`src/rtl/clock_divider_prog_if.sv`:
```
// Config reload channel for clock_divider_prog: target channel, divisor and mode.
// Single-beat valid/ready transfer; no internal storage or latency.
// Backpressure: the slave drops cfg_ready while the addressed channel still holds an unapplied config.
interface clock_divider_prog_if #(
  parameter int unsigned WIDTH    = 32,
  parameter int unsigned CHANNELS = 2
);
  localparam int unsigned CHAN_W = (CHANNELS > 1) ? $clog2(CHANNELS) : 1;

  logic              cfg_valid;
  logic              cfg_ready;
  logic [CHAN_W-1:0] cfg_chan;
  logic [WIDTH-1:0]  cfg_div;
  logic              cfg_mode;

  modport master (
    output cfg_valid,
    output cfg_chan,
    output cfg_div,
    output cfg_mode,
    input  cfg_ready
  );

  modport slave (
    input  cfg_valid,
    input  cfg_chan,
    input  cfg_div,
    input  cfg_mode,
    output cfg_ready
  );
endinterface

```
`src/rtl/clock_divider_prog.sv`:
```
// Multi-channel programmable divider: per-channel one-cycle tick and square/pulse clk_out.
// Latency: tick and clk_out are registered; a new config lands at the next period boundary (or next edge when idle).
// Backpressure: cfg_ready is low for a channel from config acceptance until that config has been applied.
module clock_divider_prog #(
  parameter int unsigned      WIDTH       = 32,
  parameter int unsigned      CHANNELS    = 2,
  parameter logic [WIDTH-1:0] DEFAULT_DIV = WIDTH'(250_000)
) (
  input  logic                clk,
  input  logic                rst,
  input  logic [CHANNELS-1:0] en,
  clock_divider_prog_if.slave cfg,
  output logic [CHANNELS-1:0] tick,
  output logic [CHANNELS-1:0] clk_out
);
  localparam int unsigned CHAN_W = (CHANNELS > 1) ? $clog2(CHANNELS) : 1;

  // Active divisor/mode and the counter walking through the current period
  logic [WIDTH-1:0]    cnt_q     [CHANNELS];
  logic [WIDTH-1:0]    cnt_d     [CHANNELS];
  logic [WIDTH-1:0]    div_q     [CHANNELS];
  logic [WIDTH-1:0]    div_d     [CHANNELS];
  logic [CHANNELS-1:0] mode_q, mode_d;

  // Shadow config waiting for a safe point to become active
  logic [WIDTH-1:0]    shd_div_q [CHANNELS];
  logic [WIDTH-1:0]    shd_div_d [CHANNELS];
  logic [CHANNELS-1:0] shd_mode_q, shd_mode_d;
  logic [CHANNELS-1:0] pend_q, pend_d;

  logic [CHANNELS-1:0] tick_q, tick_d;
  logic [CHANNELS-1:0] clk_out_q, clk_out_d;

  logic [CHANNELS-1:0] tc;
  logic [CHANNELS-1:0] xfer;

  // Terminal count compares in WIDTH bits; only meaningful while div_act >= 1
  for (genvar g = 0; g < CHANNELS; g++) begin : g_tc
    assign tc[g] = (cnt_q[g] == (div_q[g] - WIDTH'(1)));
  end

  // Ready mirrors the addressed channel's pending flag; out-of-range targets always accept
  always_comb begin
    cfg.cfg_ready = 1'b1;
    for (int i = 0; i < CHANNELS; i++) begin
      if (cfg.cfg_chan == CHAN_W'(i)) begin
        cfg.cfg_ready = ~pend_q[i];
      end
    end
  end

  // One-hot accept strobe; an out-of-range target matches no channel and is dropped
  always_comb begin
    xfer = '0;
    for (int i = 0; i < CHANNELS; i++) begin
      if (cfg.cfg_valid && cfg.cfg_ready && (cfg.cfg_chan == CHAN_W'(i))) begin
        xfer[i] = 1'b1;
      end
    end
  end

  // Per-channel counting, output generation and config apply
  always_comb begin
    cnt_d      = cnt_q;
    div_d      = div_q;
    mode_d     = mode_q;
    shd_div_d  = shd_div_q;
    shd_mode_d = shd_mode_q;
    pend_d     = pend_q;
    tick_d     = '0;
    clk_out_d  = clk_out_q;

    for (int i = 0; i < CHANNELS; i++) begin
      if (pend_q[i] && (!en[i] || (div_q[i] == '0))) begin
        // Nothing is running, so the new config can start from a clean slate right away
        div_d[i]     = shd_div_q[i];
        mode_d[i]    = shd_mode_q[i];
        cnt_d[i]     = '0;
        clk_out_d[i] = 1'b0;
        pend_d[i]    = 1'b0;
      end else if (div_q[i] == '0) begin
        // Halted channel parks with everything low
        cnt_d[i]     = '0;
        clk_out_d[i] = 1'b0;
      end else if (en[i]) begin
        if (tc[i]) begin
          cnt_d[i]  = '0;
          tick_d[i] = 1'b1;
          if (pend_q[i]) begin
            // Old period just completed; switch over here so clk_out never sees a runt
            div_d[i]     = shd_div_q[i];
            mode_d[i]    = shd_mode_q[i];
            pend_d[i]    = 1'b0;
            clk_out_d[i] = shd_mode_q[i] ? 1'b1 : ~clk_out_q[i];
          end else begin
            clk_out_d[i] = mode_q[i] ? 1'b1 : ~clk_out_q[i];
          end
        end else begin
          cnt_d[i] = cnt_q[i] + WIDTH'(1);
          if (mode_q[i]) begin
            clk_out_d[i] = 1'b0;
          end
        end
      end else begin
        // Paused: counter and square wave freeze; pulse output tracks the (low) tick
        if (mode_q[i]) begin
          clk_out_d[i] = 1'b0;
        end
      end

      // Accept only happens with pend_q low, so it never collides with an apply above
      if (xfer[i]) begin
        shd_div_d[i]  = cfg.cfg_div;
        shd_mode_d[i] = cfg.cfg_mode;
        pend_d[i]     = 1'b1;
      end
    end
  end

  // State registers with synchronous active-low reset
  always_ff @(posedge clk) begin
    if (!rst) begin
      for (int i = 0; i < CHANNELS; i++) begin
        cnt_q[i]     <= '0;
        div_q[i]     <= DEFAULT_DIV;
        shd_div_q[i] <= '0;
      end
      mode_q     <= '0;
      shd_mode_q <= '0;
      pend_q     <= '0;
      tick_q     <= '0;
      clk_out_q  <= '0;
    end else begin
      cnt_q      <= cnt_d;
      div_q      <= div_d;
      shd_div_q  <= shd_div_d;
      mode_q     <= mode_d;
      shd_mode_q <= shd_mode_d;
      pend_q     <= pend_d;
      tick_q     <= tick_d;
      clk_out_q  <= clk_out_d;
    end
  end

  assign tick    = tick_q;
  assign clk_out = clk_out_q;

endmodule
```
`src/flat_wrapper.sv`:
```
// flat-port wrapper written by rule: the top's interface ports become plain ports
module clock_divider_prog_flat 
#(
  parameter int unsigned      WIDTH       = 32,
  parameter int unsigned      CHANNELS    = 2,
  parameter logic [WIDTH-1:0] DEFAULT_DIV = WIDTH'(250_000)
)
  (clk, rst, en, tick, clk_out, cfg_cfg_valid, cfg_cfg_chan, cfg_cfg_div, cfg_cfg_mode, cfg_cfg_ready);
  clock_divider_prog_if #(.WIDTH(WIDTH), .CHANNELS(CHANNELS)) cfg_i ();
  input  logic clk;
  input  logic rst;
  input  logic [CHANNELS-1:0] en;
  output logic [CHANNELS-1:0] tick;
  output logic [CHANNELS-1:0] clk_out;
  input wire logic [$bits(cfg_i.cfg_valid)-1:0] cfg_cfg_valid;
  input wire logic [$bits(cfg_i.cfg_chan)-1:0] cfg_cfg_chan;
  input wire logic [$bits(cfg_i.cfg_div)-1:0] cfg_cfg_div;
  input wire logic [$bits(cfg_i.cfg_mode)-1:0] cfg_cfg_mode;
  output wire logic [$bits(cfg_i.cfg_ready)-1:0] cfg_cfg_ready;
  assign cfg_i.cfg_valid = cfg_cfg_valid;
  assign cfg_i.cfg_chan = cfg_cfg_chan;
  assign cfg_i.cfg_div = cfg_cfg_div;
  assign cfg_i.cfg_mode = cfg_cfg_mode;
  assign cfg_cfg_ready = cfg_i.cfg_ready;
  clock_divider_prog #(.WIDTH(WIDTH), .CHANNELS(CHANNELS), .DEFAULT_DIV(DEFAULT_DIV)) u_core (.clk(clk), .rst(rst), .en(en), .cfg(cfg_i), .tick(tick), .clk_out(clk_out));
endmodule
```
`config.mk`:
```
export PLATFORM = sky130hd
export DESIGN_NAME = clock_divider_prog_flat
export DESIGN_NICKNAME = d
export VERILOG_FILES = /design/src/rtl/clock_divider_prog_if.sv /design/src/rtl/clock_divider_prog.sv /design/src/flat_wrapper.sv
export SDC_FILE = /design/constraint.sdc
export NUM_CORES = 1
export LEC_CHECK = 0
export BUFFER_PORTS_ARGS = -buffer_cell sky130_fd_sc_hd__buf_2
export CELL_PAD_IN_SITES_DETAIL_PLACEMENT = 1
export CELL_PAD_IN_SITES_GLOBAL_PLACEMENT = 1
export CORE_MARGIN = 4
export CORE_UTILIZATION = 49
export DETAILED_ROUTE_END_ITERATION = 8
export PLACE_DENSITY = 0.95
export SYNTH_ARGS = -nofsm -noshare
export SYNTH_HDL_FRONTEND = slang
export SYNTH_SLANG_ARGS = --single-unit
```
`constraint.sdc`:
```
create_clock -name clk -period 6.2 [get_ports clk]
set_input_delay 0.93 -clock clk [delete_from_list [all_inputs] [get_ports clk]]
set_output_delay 0.93 -clock clk [all_outputs]
set_load 0.05 [all_outputs]
```
==> flow_metrics.py <==
metrics = {
    "drt": {
        "post_drt_wl_per_cell_um": 19.3,
        "postRouteAntennaNets": 0,
        "via_count": 9591,
        "wl_met1_um": 13700,
        "wl_met2_um": 15200,
        "drtIter0Drc": 665,
        "wl_met3_um": 1500,
        "dr.pass1.iters": 5,
        "viasPerCell": 5.94,
        "routed.top_layer": "met4",
        "drt_wl_total_um": 31100,
        "drc": 0,
    },
    "power_and_ir_drop": {
        "p_switching_mw": 0.718,
        "p_leak_nw": 4.12,
        "p_int_mw": 2.16,
        "p_seq_share_pct": 47.1,
        "peakVddDrop_uv": 285,
        "comb_power_share_pct": 6.4,
        "clkPwrFrac_pct": 46.5,
        "power_density_nw_per_um2": 247,
        "swShare_pct": 24.9,
    },
    "clock_tree": {
        "path_clk_slew_ns": 0.06,
        "cts_max_level": 1,
        "clk_latency_ns": 0.52,
        "clockRootBuffer": "clkbuf_16",
        "cts_buffer_depth": 3,
        "postCtsHoldBufs": 0,
        "tritoncts": "done",
        "postCtsSetupBuffers": 0,
        "cts_sinks": 202,
        "cts_buffers": 23,
        "cts_resized": 0,
    },
    "die": {
        "floorplan.initialDensity_pct": 50.1,
        "rows": 53,
        "core-area_um2": 21200,
        "fp.dieH_um": 155,
        "die_width_um": 155,
        "die_area_um2": 24100,
        "io_pins": 44,
    },
    "setup_path": {
        "r2r_end": "u_core.div_q[27]",
        "path_max_fanout": 33,
        "cp-end-kind": "flop",
        "reg2reg_from": "u_core.div_q[3]",
        "worstSetupStartpointType": "flop",
        "worstPathRequired_ns": 6.63,
        "arrival_ns": 4.93,
        "reg2reg_depth": 10,
        "crit_type": "reg2reg",
        "ff2ff_setup_slack_ns": 1.71,
    },
    "layout": {
        "n_fill_cell": 2614,
        "area_growth_pct": 10.2,
        "nNetsFinal": 1366,
        "layout-drive-gt1-share_pct": 8.51,
        "n_antenna_cell": 0,
        "final_util_pct": 55.2,
    },
    "global_routing": {
        "grt_pass1_wl_um": 51100,
        "grt_overflow": 0,
        "grt_use_total_pct": 25.4,
        "antenna_found_initial": 0,
        "grt_max_degree": 127,
        "grt_pass1_vias": 9992,
    },
    "timing": {
        "finalHoldViolations": 0,
        "worst_slew_margin_rel_pct": 19.5,
        "max_freq_ghz": 0.223,
        "setup_viol": 0,
        "min_period_ns": 4.49,
        "rsz0062_at_grt": "false",
        "tightest_slew_ns": 1.20,
        "clock_skew_ns": 0.0162,
        "min_period_over_period_pct": 72.5,
        "setup_tns_ns": 0,
        "finalMaxSlewViolations": 0,
    },
    "synth": {
        "synth_top_area_cell": "dfxtp_1",
        "ys_async_sr_fraction_pct": 0,
        "synthDominantCellAreaShare_pct": 38.1,
        "synthAdderAreaFrac_pct": 0.472,
        "synth_simple_gate_area_share_pct": 28.4,
        "synth_top_family_by_area": "simple AND/OR/NAND/NOR gates",
        "yosys.cell_types.count": 71,
        "syn_area_um2": 10600,
        "synth_seq_cells": 202,
        "muxShareOfSynthArea_pct": 4.48,
        "syn_nets": 1365,
        "synth_xor_area_share_pct": 11.8,
        "ys_seq_area_share_pct": 38.1,
        "syn_avg_cell_area_um2": 8.02,
        "synthTopCellsByArea": "dfxtp_1, nand2_1, xor2_1",
        "synth_cells": 1322,
        "synth-warning-count": 0,
        "synth_edf_count": 0,
        "synth-compound-area-share_pct": 13.0,
        "ys.flop_type": "dfxtp_1",
    },
    "hold_path": {
        "min_to": "u_core.div_q[56]",
        "hold_depth": 2,
        "hold_start": "u_core.shd_div_q[56]",
        "hp-class": "reg2reg",
    },
    "placement": {
        "dp.final_hpwl_um": 21700,
        "io_buffers": 43,
        "place_congestion": 0.957,
    },
    "flow_run": {
        "max_cap_violations": 0,
    },
    "outcome": {
        "status": "finished clean",
    },
}
-- how the worst max path moves through the flow --
| stage | startpoint | to |
|---|---|---|
| floorplan | u_core.div_q[34] | u_core.div_q[36] |
| global placement | u_core.div_q[45] | u_core.cnt_q[63] |
| detailed placement | u_core.div_q[45] | u_core.cnt_q[52] |
| CTS | u_core.div_q[45] | u_core.cnt_q[52] |
| global route | u_core.div_q[45] | u_core.cnt_q[52] |
| finish | u_core.div_q[3] | u_core.div_q[27] |
-- cell families (layout without fill, tap and decap cells) --
kind of cell	after synthesis	in the layout
simple gates	636	636
flops	202	202
compound gates	193	193
xor+xnor	143	143
buf+inv	97	115
mux	47	47
fa+ha+maj	4	4
-- flip-flops by register name, summed over array words and instances, names as in the netlist --
signal	cells
u_core.tick	2
u_core.shd_div_q	64
u_core.cnt_q	64
u_core.mode_q	2
u_core.pend_q	2
u_core.clk_out	2
u_core.div_q	64
u_core.shd_mode_q	2
-- cell usage in the layout, fill, tap and decap left out, types with 29 or more instances in the layout --
cell type / count
o21ai_0: 29
a21boi_0: 69
nor3_1: 32
nand2_1: 276
nor2_1: 111
buf_2: 42
xor2_1: 76
xnor2_1: 67
mux2i_1: 43
dfxtp_1: 202
nand3_1: 57
-- worst max-delay path, stage by stage (launching register included) --
cell       delay, ns
dfxtp_1         0.37
nor4_1          0.89
and3_1          0.45
o211ai_1        0.19
a221oi_1        0.42
o2111ai_1       0.23
nor4_1          0.37
nand3_1         0.42
a21boi_4        0.26
buf_4           0.49
mux2i_1         0.29
-- synthesized netlist by cell type (3+ instances only) --
cell type,n
or2_2,5
and2_1,5
clkbuf_1,64
o21ai_1,10
or3_1,13
inv_1,21
buf_2,10
nand4_1,27
o31ai_1,3
a21boi_0,70
a31oi_1,10
nand3b_1,3
a21oi_1,12
mux2i_1,43
a21o_1,5
xor2_1,76
xnor2_1,67
nor2_1,112
mux2_2,4
o21ai_0,29
nor4_1,19
o2111ai_1,3
ha_1,4
nor2b_1,21
and4_1,5
nand3_1,57
a311oi_1,3
o41ai_1,3
nand4b_1,4
o211ai_1,5
or4_1,8
nand2_1,276
and3_1,25
a41oi_1,3
dfxtp_1,202
a311o_1,3
a211oi_1,6
nor3_1,32
nand2b_1,6
nor3b_1,4
-- final cells by class --
| type | instances | area (um^2) | area share [%] |
|---|---|---|---|
| Multi-Input combinational cell | 1023 | 6190 | 53.0 |
| Sequential cell | 202 | 4040 | 34.6 |
| Clock buffer | 28 | 634 | 5.43 |
| Tap cell | 275 | 344 | 2.94 |
| Timing Repair Buffer | 52 | 285 | 2.44 |
| Clock inverter | 14 | 110 | 0.942 |
| Inverter | 21 | 78.8 | 0.675 |
-- metal layers --
| layer | global-route usage [%] | up-vias |
|---|---|---|
| met1 | 32.9 | 4730 |
| met5 | 0 | - |
| met4 | 7.15 | 0 |
| li1 | - | 4549 |
| met3 | 3.20 | 69 |
| met2 | 44.4 | 243 |
-- through the flow --
step | cells | setup WS [ns] | power (mW) | area [um^2] | hold slack (ns)
2_1_floorplan | 1322 | 2.81 | 1.50 | 10600 | 0.437
3_3_place_gp | 1573 | 2.20 | 1.55 | 10900 | 0.450
3_5_place_dp | 1573 | 1.84 | 1.56 | 10900 | 0.457
4_1_cts | 1615 | 1.78 | 2.90 | 11700 | 0.465
5_1_grt | 1615 | 1.40 | 2.98 | 11700 | 0.474
6_report | 1615 | 1.71 | 2.88 | 11700 | 0.466
-- power groups by stage --
stage / Sequential (mW) / Clock [mW] / Combinational (mW)
finish: 1.36 / 1.34 / 0.184
global route: 1.36 / 1.42 / 0.203
CTS: 1.36 / 1.36 / 0.183
detailed placement: 1.38 / 0 / 0.178
global placement: 1.38 / 0 / 0.171
floorplan: 1.37 / 0 / 0.128
No activity file was read; power rests on OpenSTA's default activity.
